$ cat src/rtl/product_accumulator.sv
// product_accumulator
// Accumulate half of a multiply-accumulate path. It sums LEN consecutive
// unsigned products into a saturating accumulator and then offers the block
// sum, with a sticky overflow flag, over a valid/ready handshake. While a
// finished result waits for the consumer, no new products are accepted.

module product_accumulator #(
    parameter int P_W   = 8,   // product width
    parameter int ACC_W = 16,  // accumulator / sum width, must be >= P_W
    parameter int LEN   = 4    // products per block, must be >= 1
) (
    input  logic             clk,
    input  logic             rst,
    input  logic             in_valid,
    input  logic [P_W-1:0]   in_data,
    output logic             in_ready,
    output logic             out_valid,
    input  logic             out_ready,
    output logic [ACC_W-1:0] out_sum,
    output logic             out_ovf
);

    // Reject parameter sets the datapath cannot represent.
    generate
        if (ACC_W < P_W) begin : g_bad_acc_w
            $error("product_accumulator: ACC_W must be >= P_W");
        end
        if (LEN < 1) begin : g_bad_len
            $error("product_accumulator: LEN must be >= 1");
        end
    endgenerate

    localparam int CNT_W = (LEN > 1) ? $clog2(LEN) : 1;
    localparam logic [CNT_W-1:0] LAST_CNT = CNT_W'(LEN - 1);

    // Two-state controller: collecting products, or holding a finished result.
    localparam logic ST_ACCUM = 1'b0;
    localparam logic ST_DONE  = 1'b1;

    logic             r_state;
    logic [ACC_W-1:0] r_acc;
    logic [CNT_W-1:0] r_cnt;
    logic             r_ovf;
    logic [ACC_W-1:0] r_sum;
    logic             r_out_ovf;

    logic [ACC_W:0]   w_ext;
    logic [ACC_W:0]   w_sum;
    logic             w_carry;
    logic [ACC_W-1:0] w_sat;

    // The extra top bit of the adder is the overflow carry; on carry the
    // result clamps to all ones. Once clamped, adding any product (even zero)
    // keeps it at all ones, so saturation persists for the rest of the block.
    assign w_ext   = {{(ACC_W + 1 - P_W){1'b0}}, in_data};
    assign w_sum   = {1'b0, r_acc} + w_ext;
    assign w_carry = w_sum[ACC_W];
    assign w_sat   = w_carry ? {ACC_W{1'b1}} : w_sum[ACC_W-1:0];

    assign in_ready  = (r_state == ST_ACCUM);
    assign out_valid = (r_state == ST_DONE);
    assign out_sum   = r_sum;
    assign out_ovf   = r_out_ovf;

    // Block accumulation, result capture and handoff.
    always_ff @(posedge clk) begin
        // NOTE: state registers use non-blocking assignments so every update
        // in this block sees the pre-edge values of the others.
        if (rst) begin
            r_state   <= ST_ACCUM;
            r_acc     <= '0;
            r_cnt     <= '0;
            r_ovf     <= 1'b0;
            r_sum     <= '0;
            r_out_ovf <= 1'b0;
        end else if (r_state == ST_ACCUM) begin
            // in_ready is high here, so in_valid alone means a transfer.
            if (in_valid) begin
                r_acc <= w_sat;
                r_ovf <= r_ovf | w_carry;
                r_cnt <= r_cnt + CNT_W'(1);
                if (r_cnt == LAST_CNT) begin
                    r_state   <= ST_DONE;
                    r_sum     <= w_sat;
                    r_out_ovf <= r_ovf | w_carry;
                end
            end
        end else begin
            // Result held stable; in_valid ignored until the consumer takes it.
            if (out_ready) begin
                r_state <= ST_ACCUM;
                r_acc   <= '0;
                r_cnt   <= '0;
                r_ovf   <= 1'b0;
            end
        end
    end

endmodule

$ cat config.mk
export PLATFORM = sky130hd
export DESIGN_NAME = product_accumulator
export DESIGN_NICKNAME = d
export VERILOG_FILES = /design/src/rtl/product_accumulator.sv
export SDC_FILE = /design/constraint.sdc
export NUM_CORES = 1
export LEC_CHECK = 0
export BUFFER_PORTS_ARGS = -buffer_cell sky130_fd_sc_hd__buf_2
export CAP_MARGIN = 0
export CORE_ASPECT_RATIO = 0.5
export CORE_MARGIN = 3
export CORE_UTILIZATION = 55
export DETAILED_ROUTE_END_ITERATION = 6
export PLACE_DENSITY = 0.77
export SLEW_MARGIN = 20
export SYNTH_ARGS = -nofsm -noshare
export SYNTH_HDL_FRONTEND = slang
export SYNTH_SLANG_ARGS = --single-unit
$ cat constraint.sdc
create_clock -name clk -period 5.45 [get_ports clk]
set_input_delay 0.2725 -clock clk [delete_from_list [all_inputs] [get_ports clk]]
set_output_delay 0.2725 -clock clk [all_outputs]
set_load 0.01 [all_outputs]
==> impl_metrics.tcl <==
set metrics [dict create \
    status "completed" \
    finalNonFillerCells 340 \
    cts_made_buffers 5 \
    design_area_um2 2390 \
    slew_headroom_pct 32.7 \
    rsz0062_at_grt "no" \
    fin_hold_ws_ns 0.256 \
    synth_top_area_share_pct 34.3 \
    area_growth_pct 10.7 \
    synth.avg_cell_area_um2 8.12 \
    via_per_inst 6.06 \
    seqPwrFrac_pct 45.4 \
    max_cap_viol_count 0 \
    layout_common_cells "37 x dfxtp_1, 30 x buf_2, 25 x a21oi_1" \
    finalCoreUtilization_pct 66.3 \
    dp_hpwl_mm 3.80 \
    end_kind "flip-flop" \
    nNetsFinal 310 \
    syn-cell-area_um2 2160 \
    ys_warn_count 0 \
    synth_top_cell_by_area "dfxtp_1" \
    finalMaxSlewViolations 0 \
    chipHeight_um 50.3 \
    grt_pass1_wl_mm 9.05 \
    ys_types 56 \
    core_area_um2 3600 \
    clkLatencyLatePin_ns 0.30 \
    cp-start-kind "flip-flop" \
    antenna_found_initial 0 \
    ys_seq_area_share_pct 34.3 \
    start_util_pct 59.9 \
    place_area_um2 2290 \
    rows 15 \
    worst_slew_pin_slew_ns 1.01 \
    postCtsHoldBufs 0 \
    place_congestion 0.890 \
    fmax_mhz 430 \
    track_usage_pct 24.5 \
    final_common_cell "dfxtp_1" \
    synthArstFlopShare_pct 0 \
    die_w_um 94.6 \
    fin_skew_ns 0.00651 \
    ioPinCount 31 \
    ctsResizeCount 0 \
    portBuffers 30 \
    drc 0 \
    wire_per_inst_um 16.0 \
    irDropWorstVdd_mv 0.171 \
    power_frac_comb_pct 20.5 \
    synth.area.top_cells "dfxtp_1 34%, a21oi_1 5.8%, o21ai_0 5.3%" \
    critPathArrivalTime_ns 2.55 \
    cts_tree "built" \
    placed_cells 332 \
    hp-class "input pin to flip-flop" \
    critPathKind "flip-flop to flip-flop" \
    power.density_nw_per_um2 265 \
    setup_viol 0 \
    pwr-share-clk_pct 34.1 \
    cts_root_buf "clkbuf_8" \
    clk_pin_slew_worst_paths_ns 0.08 \
    grt_pass1_vias 1889 \
    clkSinkCount 37 \
    swShare_pct 30.1 \
    hold_viol 0 \
    power_leakage_nw 0.930 \
    setup_tns_ns 0 \
    cts_setup_buffers 0 \
    grt_start_max_net_pins 29 \
    period_minus_slack_ns 2.33 \
    yosys_register_bits 37 \
    wl_mm 5.44 \
    vias 2059 \
    syn_inst 266 \
    cp_max_fo 14 \
    clk_path_buf_depth 2 \
    crit_required_ns 5.68 \
    drt_iter0_drc 181 \
    p_sw_mw 0.191 \
    intPower_mw 0.444 \
    drtAntennaViolNets 0 \
    overflow 0 \
    syn_nets 288 \
    htreeDepth 2 \
    fin_crit_sh_pct 42.7 \
    die-area_um2 4760 \
    synth_edf_count 0 \
    antennaDiodeCount 0 \
    dr.pass1.iters 4 \
    drive_above_1_share_pct 19.0 \
    ys.flop_type "dfxtp_1" \
]
==> kinds of logic (layout without fill, tap and decap cells) <==
kind of cell    after synthesis  count (layout)  share of synthesized area [%]
flops                        37              37                           34.3
simple gates                 95              95                           22.0
compound gates               94              94                           28.4
xor+xnor                      7               7                           2.84
buf+inv                      21              44                           5.33
mux                           2               2                          0.985
fa+ha+maj                    10              10                           6.14
==> cells in the mapped netlist, types with 2 or more instances <==
cell type / n
a211oi_1: 8
a21o_1: 4
a21oi_1: 25
a22oi_1: 2
a31oi_1: 5
and2_1: 4
and3_1: 2
buf_2: 2
buf_4: 3
buf_6: 3
clkbuf_1: 9
dfxtp_1: 37
ha_1: 9
inv_1: 4
nand2_1: 22
nand2_2: 3
nand2b_1: 2
nand3_1: 9
nor2_1: 19
nor3_1: 21
o211ai_1: 4
o21a_1: 2
o21ai_0: 23
o21ai_1: 4
o32ai_1: 2
or3_1: 2
or4_1: 2
xnor2_1: 3
xor2_1: 4
==> metrics by stage <==
step	setup slack, ns	total power, mW
after floorplan	3.35	0.391
after global placement	3.14	0.417
after detailed placement	3.07	0.422
after CTS	3.14	0.633
after global routing	2.93	0.662
final	3.12	0.634
==> final timing paths <==
check / from / endpoint / slack [ns] / depth (start not counted)
max reg2reg: r_acc[7] / r_acc[5] / 3.12 / 6
max: r_acc[7] / r_acc[5] / 3.12 / 6
min reg2reg: out_sum[12] / out_sum[12] / 0.45 / 2
min: out_ready / out_valid / 0.26 / 3
==> per-layer routing <==
layer	part of all wire, %	wire length [um]	vias up	global-route usage, %
li1	-	-	1026	-
met1	48	2610	960	33.5
met2	43	2360	66	38.4
met3	7.2	392	7	5.09
met4	1.3	69	0	8.61
met5	0	0	-	0
==> sequential cells by signal, summed over array words and instances, names as in the netlist <==
| signal | count |
|---|---|
| out_valid | 1 |
| r_cnt | 2 |
| out_sum | 16 |
| r_ovf | 1 |
| out_ovf | 1 |
| r_acc | 16 |
==> power by group through the flow <==
stage                     clock network [mW]  registers [mW]  logic (mW)
after floorplan                            0           0.293      0.0980
after global placement                     0           0.294       0.124
after detailed placement                   0           0.294       0.128
after CTS                              0.216           0.288       0.129
after global routing                   0.228           0.289       0.145
final                                  0.216           0.288       0.130
==> layout make-up <==
cell class	instances	area [um^2]
multi-input cells	208	1300
fillers	316	1210
flip-flops and latches	37	741
repair buffers	32	165
clock buffers	7	96.3
well taps	51	63.8
inverters	4	15.0
clock inverters	1	5.00
==> critical path: stages, from the launching register on <==
cell and delay (ns):
dfxtp_1 0.32, ha_1 0.41, a21oi_1 0.15, a2111oi_2 0.39, a21boi_2 0.59, o21ai_0 0.21
a21oi_1 0.18
No activity file was read; power rests on OpenSTA's default activity.
